[src/rtl/instruction_fetch.sv]
// instruction_fetch: PC owner issuing one imem read at a time and holding the fetched byte for decode.
// Define IFETCH_HALT_EN to stop fetching after a HALT_OPCODE byte is released, until pc_load.
module instruction_fetch #(
  parameter int PC_WIDTH = 8,
  parameter logic [PC_WIDTH-1:0] RESET_PC = '0
`ifdef IFETCH_HALT_EN
  , parameter logic [7:0] HALT_OPCODE = 8'hFF
`endif
) (
  input  logic                clk,
  input  logic                reset_n,
  output logic [PC_WIDTH-1:0] imem_addr,
  output logic                imem_rd,
  input  logic [7:0]          imem_data,
  input  logic                imem_valid,
  input  logic                stall,
  input  logic                pc_load,
  input  logic                pc_rel,
  input  logic [PC_WIDTH-1:0] pc_target,
  input  logic [7:0]          pc_offset,
  output logic [7:0]          instruction,
  output logic                instr_valid,
  output logic [PC_WIDTH-1:0] instr_pc
`ifdef IFETCH_HALT_EN
  , output logic              halted
`endif
);
  typedef enum logic [1:0] {
    FETCH, WAIT, HOLD
`ifdef IFETCH_HALT_EN
    , HALT
`endif
  } state_t;
  state_t state;
  logic [PC_WIDTH-1:0] pc, target;
  logic flush;
  always_comb target = pc_rel ? instr_pc + PC_WIDTH'($signed(pc_offset)) : pc_target;
  assign imem_addr = pc;
  // imem_rd low in FETCH only right after reset; every other entry into FETCH arms the strobe
  always_ff @(posedge clk or negedge reset_n)
    if (!reset_n) begin
      state <= FETCH;
      pc <= RESET_PC;
      imem_rd <= 1'b0;
      instruction <= 8'h00;
      instr_valid <= 1'b0;
      instr_pc <= '0;
      flush <= 1'b0;
`ifdef IFETCH_HALT_EN
      halted <= 1'b0;
`endif
    end else begin
      case (state)
        FETCH:
          if (!imem_rd) begin
            imem_rd <= 1'b1;
            if (pc_load) pc <= target;
          end else begin
            imem_rd <= 1'b0;
            state <= WAIT;
            if (pc_load) begin
              pc <= target;
              flush <= 1'b1;
            end
          end
        WAIT:
          if (imem_valid && (pc_load || flush)) begin
            flush <= 1'b0;
            imem_rd <= 1'b1;
            state <= FETCH;
            if (pc_load) pc <= target;
          end else if (imem_valid) begin
            instruction <= imem_data;
            instr_pc <= pc;
            instr_valid <= 1'b1;
            pc <= pc + PC_WIDTH'(1);
            state <= HOLD;
          end else if (pc_load) begin
            pc <= target;
            flush <= 1'b1;
          end
        HOLD:
          if (pc_load) begin
            instr_valid <= 1'b0;
            pc <= target;
            imem_rd <= 1'b1;
            state <= FETCH;
`ifdef IFETCH_HALT_EN
          end else if (!stall && instruction == HALT_OPCODE) begin
            instr_valid <= 1'b0;
            halted <= 1'b1;
            state <= HALT;
`endif
          end else if (!stall) begin
            instr_valid <= 1'b0;
            imem_rd <= 1'b1;
            state <= FETCH;
          end
`ifdef IFETCH_HALT_EN
        HALT:
          if (pc_load) begin
            pc <= target;
            halted <= 1'b0;
            imem_rd <= 1'b1;
            state <= FETCH;
          end
`endif
        default: state <= FETCH;
      endcase
    end
endmodule

[config.mk]
export PLATFORM = sky130hd
export DESIGN_NAME = instruction_fetch
export DESIGN_NICKNAME = d
export VERILOG_FILES = /design/src/rtl/instruction_fetch.sv
export SDC_FILE = /design/constraint.sdc
export NUM_CORES = 1
export LEC_CHECK = 0
export CAP_MARGIN = 15
export CORE_AREA = 2 2 73 75
export DETAILED_ROUTE_END_ITERATION = 12
export DIE_AREA = 0 0 75 77
export PLACE_DENSITY = 0.66
export SYNTH_ARGS = -nofsm -noshare
export SYNTH_HDL_FRONTEND = slang
export SYNTH_SLANG_ARGS = --single-unit
[constraint.sdc]
create_clock -name clk -period 4.8 [get_ports clk]
set_clock_uncertainty 0.15 [all_clocks]
set_input_delay 1.2 -clock clk [delete_from_list [all_inputs] [get_ports clk]]
set_output_delay 1.2 -clock clk [all_outputs]
set_load 0.01 [all_outputs]
======== Word level (Yosys, flattened, before mapping) ========
Cells that the tools add are included.
operators by class
  add/sub/neg operators ................... 2
  multipliers ............................. 0
  div/mod/pow operators ................... 0
  magnitude comparators ................... 0
  eq/ne operators ......................... 9
  shifts and indexed selects .............. 0
  muxes and demuxes ....................... 26
  bitwise logic cells ..................... 1
  reductions and logical operators ........ 13
operators with widths
  operator                                                         count
  8-bit 2-to-1 mux                                                 4
  8-bit one-hot mux with 2 select lines                            1
  1-bit 2-to-1 mux                                                 12
  3-bit AND reduction                                              4
  2-bit 2-to-1 mux                                                 5
  3-bit != test, second input constant                             3
  8-bit by 1-bit adder with 8-bit output, second input constant    1
  8-bit adder                                                      1
  2-bit != test, second input constant                             4
  2-bit one-hot mux with 3 select lines                            1
  2-bit nonzero test                                               3
  1-bit one-hot mux with 2 select lines                            2
  4-bit AND reduction                                              1
  1-bit one-hot mux with 3 select lines                            1
  3-bit nonzero test                                               1
  2-bit by 1-bit == test with 1-bit output, second input constant  1
  2-bit == test, second input constant                             1
  2-bit zero test                                                  1
  2-bit OR reduction                                               1
  1-bit logical AND                                                1
  1-bit logical OR                                                 1
  1-bit NOT                                                        1
storage, ports and cells
  register bits ........................... 29
  bits in latches ......................... 0
  RAM bits ................................ 0
  memory bits (read-only) ................. 0
  bits of input ports ..................... 30
  output and inout bits ................... 26
  memories kept ........................... 0

======== Depth between registers and ports, before layout ========
  depth in word-level cells ............... 6
  depth in mapped cells ................... 8

======== Worst setup path before layout ========
No wires, ideal clock.
  path kind ............................... input to register
  from .................................... input pc_offset[0]
  to ...................................... register pc[6] (netlist: imem_addr[6])
  library setup time ...................... 0.127 ns
  arrival time ............................ 2.537 ns
  path slack .............................. 1.986 ns
  stages on the path ...................... 8
  buffers on the path ..................... 0
  cell sequence ........................... ha_1 inv_1 fa_1 nor2b_1 o2111ai_1 nand2_1 xor2_1 a311o_2
between the ends
  longest elaborated chain between the ends .. 6
ends and longest elaborated chain
  element                                  line  source
  start: declaration                       20    input logic [7:0] pc_offset,
  8-bit adder *                            37    always_comb target = pc_rel ? instr_pc + PC_WIDTH'($signed(pc_offset)) : pc_target;
  8-bit 2-to-1 mux *                       37
  8-bit 2-to-1 mux *                       -
  8-bit 2-to-1 mux                         72    end else if (imem_valid) begin
  8-bit 2-to-1 mux                         67    if (imem_valid && (pc_load || flush)) begin
  8-bit one-hot mux with 2 select lines *  53    case (state)
  end signal: assignment                   57    if (pc_load) pc <= target;
  end signal: assignment                   62    pc <= target;
  end signal: assignment                   71    if (pc_load) pc <= target;
  end: declaration                         35    logic [PC_WIDTH-1:0] pc, target;
Mark *: on every way between the ends. The rest lies on a longest branch, timed or not.
A chain may end at the register's enable or synchronous reset.

======== Worst setup path after layout ========
Ends and elaborated chain as after synthesis.

==> metrics <==
Place WS 1.372 ns; crit path kind input pin to flip-flop; chip height 77 um; Initial DRC Count 44; Routed WL 4.358 mm; Routability Congestion 0.8343; ys async rst share 100.0%; hold path start instruction[4]$_DFFE_PN0P_; post-layout minimum cycle time 3.090 ns; CTS Buffer Depth 2; Initial Util 37.23%; Clock Sinks 29; crit path cell chain clkdlybuf4s50_1, ha_1, inv_1, fa_1, nor2b_1, o2111ai_1, nand2_1, xor2_1, a311o_2; vias after detailed routing 1,579; WP data required 4.82 ns; Synth Flop Type dfrtp_1; post-synthesis cell count 184; dpl hpwl 3.197 mm; endpoints failing hold 0; PortBufs 55; number of global-route vias before repair 1,577; IR drop worst, VDD 0.4064 mV; Net Count, Synth 227; first-pass GRT wire length 7.348 mm; clock-pin transition on the worst setup and hold timing paths 0.06 ns; post-CTS sizing 0; initial antenna violation count 0; WP data arrival 3.11 ns; # Max-Cap Violations 0; Tot Pwr 1.508 mW; CP startpoint kind input pin; DIE AREA 5775 sq um; ANT nets after route 0; Worst Tran Pin Value 0.8848 ns; Critical R2R Launch state[0]$_DFFE_PN0P_; status finished clean; Slew Limit Fails 0; cell row count 26; ant diodes 0; Avg Cell Area, Syn 10.07 sq um; Crit path max-delay family adder cells; I/O pin cnt 56; Crit-path slowest cell clkdlybuf4s50_1; worst skew pair latency 0.29 ns; post-synthesis sequential element count 29; Yosys cell types 43; pwr/cell area 591.2 nW/um^2; slew margin rel. 41.01%; sequential fraction of the synthesis area 39.16%; routed length per instance 14.01 um; warnings from Yosys 0; CP Capture Type flip-flop; slowest stage delay, CP 0.47 ns; Final Setup Violations 0; Max FO, Critical Path 3; Crit path depth 9; Final Util 51.26%; Initial DRT Pass Iterations 4; Hold Path Class flip-flop to flip-flop; crit path capture imem_addr[6]$_DFFE_PN0P_; Clock H-tree levels 2; CTS root buf clkbuf_8; GRT Util Overall 16.52%; Buf/Inv on CP 2; setup TNS 0 ns; Post-CTS Hold Fix Bufs 0; pin count of the biggest net entering global routing 30; die width 75 um; Area growth syn-to-layout 37.68%; total CTS buffers 5; Post-CTS Setup Repair Bufs 0; Final nets 283; Post-synth EDFFs 0; setup ws final 1.710 ns; crit path launch pc_offset[0]; CTS tree done; layout cells sized above 1 11.20%; synthesized area 1853 sq um; CORE AREA 4977 sq um; grt ovf 0; DR DRC count 0; reg-to-reg setup timing slack 2.36 ns; RSZ-0062 raised after global routing no; Final period util 64.38%; vias per cell 5.077; RR Endpoint imem_addr[5]$_DFFE_PN0P_; Leak 1.053 nW; Fmax achieved 0.3236 GHz; Worst R2R Path Depth 6
-- where the power goes --
group          switching (mW)  internal (mW)
combinational           0.363          0.457
sequential              0.128          0.366
clock                  0.0920          0.103
total                   0.583          0.925
-- metal layers --
metal / vias to the layer above / routed length [um] / GRT usage [%] / share of wire [%]
met5: - / 0 / 0 / 0
met2: 39 / 2149 / 26.93 / 49
met1: 749 / 2001 / 21.20 / 46
met4: 0 / 50 / 5.893 / 1.1
li1: 786 / - / - / -
met3: 5 / 157 / 3.417 / 3.6
-- state kept, by name (all words and copies together), names as in the netlist --
| name | flops |
|---|---|
| imem_addr | 8 |
| instr_pc | 8 |
| instruction | 8 |
| state | 2 |
| flush | 1 |
| imem_rd | 1 |
| instr_valid | 1 |
-- placed cells by master, fill, tap and decap left out, drive strengths merged, types with 7 or more instances in the layout --
cell,n
a21oi,13
nand2,14
inv,8
o21ai,7
nor2,11
nor2b,9
dfrtp,29
clkdlybuf4s50,55
mux2,17
ha,12
clkbuf,8
-- cell families after synthesis --
| group | share of synthesized area (%) |
|---|---|
| AND/OR/NAND/NOR | 17.49 |
| AO/OA/AOI/OAI | 16.41 |
| flip-flops | 39.16 |
| multiplexers | 11.41 |
| buffers and inverters | 3.511 |
| adder cells (fa/ha/maj) | 9.183 |
| XOR/XNOR | 2.836 |
-- worst register-to-register path: stages, from the launching register on --
cell      delay, ns
dfrtp_1        0.39
inv_1          0.08
ha_1           0.28
or4b_1         0.70
nor3_1         0.35
mux2i_1        0.23
o221ai_1       0.13
-- Yosys cell counts (all sizes together) (2+ instances only) --
master / instances / area, sq um
a21o: 3 / 22.52
a21oi: 13 / 65.06
a22oi: 2 / 15.01
a311o: 2 / 21.27
a31oi: 2 / 12.51
buf: 4 / 20.02
clkbuf: 4 / 15.01
dfrtp: 29 / 725.7
ha: 12 / 150.1
inv: 8 / 30.03
mux2: 17 / 191.4
mux2i: 2 / 20.02
nand2: 14 / 52.55
nand2b: 3 / 18.77
nand3: 4 / 20.02
nand4: 2 / 12.51
nor2: 11 / 41.29
nor2b: 9 / 56.30
nor3: 4 / 20.02
o2111ai: 2 / 17.52
o211ai: 3 / 22.52
o21a: 2 / 15.01
o21ai: 7 / 35.03
o221ai: 2 / 17.52
or4b: 2 / 20.02
xnor2: 4 / 35.03
xor2: 2 / 17.52
-- area by class of cell --
type | instances | area [sq um]
clock buffer | 8 | 80.08
sequential | 29 | 725.7
multi-input combinational | 139 | 1062
fill | 462 | 2426
inverter | 8 | 30.03
timing repair buffer | 57 | 565.5
tap | 70 | 87.58
-- worst min-delay path by stage --
stage                                  to  slack (ns)  cells after the start
3_5_place_dp   instruction[4]$_DFFE_PN0P_        0.35                      1
2_1_floorplan        state[1]$_DFFE_PN0P_        0.34                      2
3_3_place_gp   instruction[5]$_DFFE_PN0P_        0.34                      1
4_1_cts        instruction[0]$_DFFE_PN0P_        0.36                      1
5_1_grt        instruction[2]$_DFFE_PN0P_        0.37                      1
6_report       instruction[4]$_DFFE_PN0P_        0.36                      1
-- through the flow --
step                hold slack [ns]  instances  area, sq um
finish                       0.3572        311         2551
detailed placement           0.3499        303         2471
CTS                          0.3628        311         2551
floorplan                    0.3446        184         1853
global placement             0.3387        303         2471
global route                 0.3748        311         2551
Note: power is estimated with default switching activity, not from simulation.
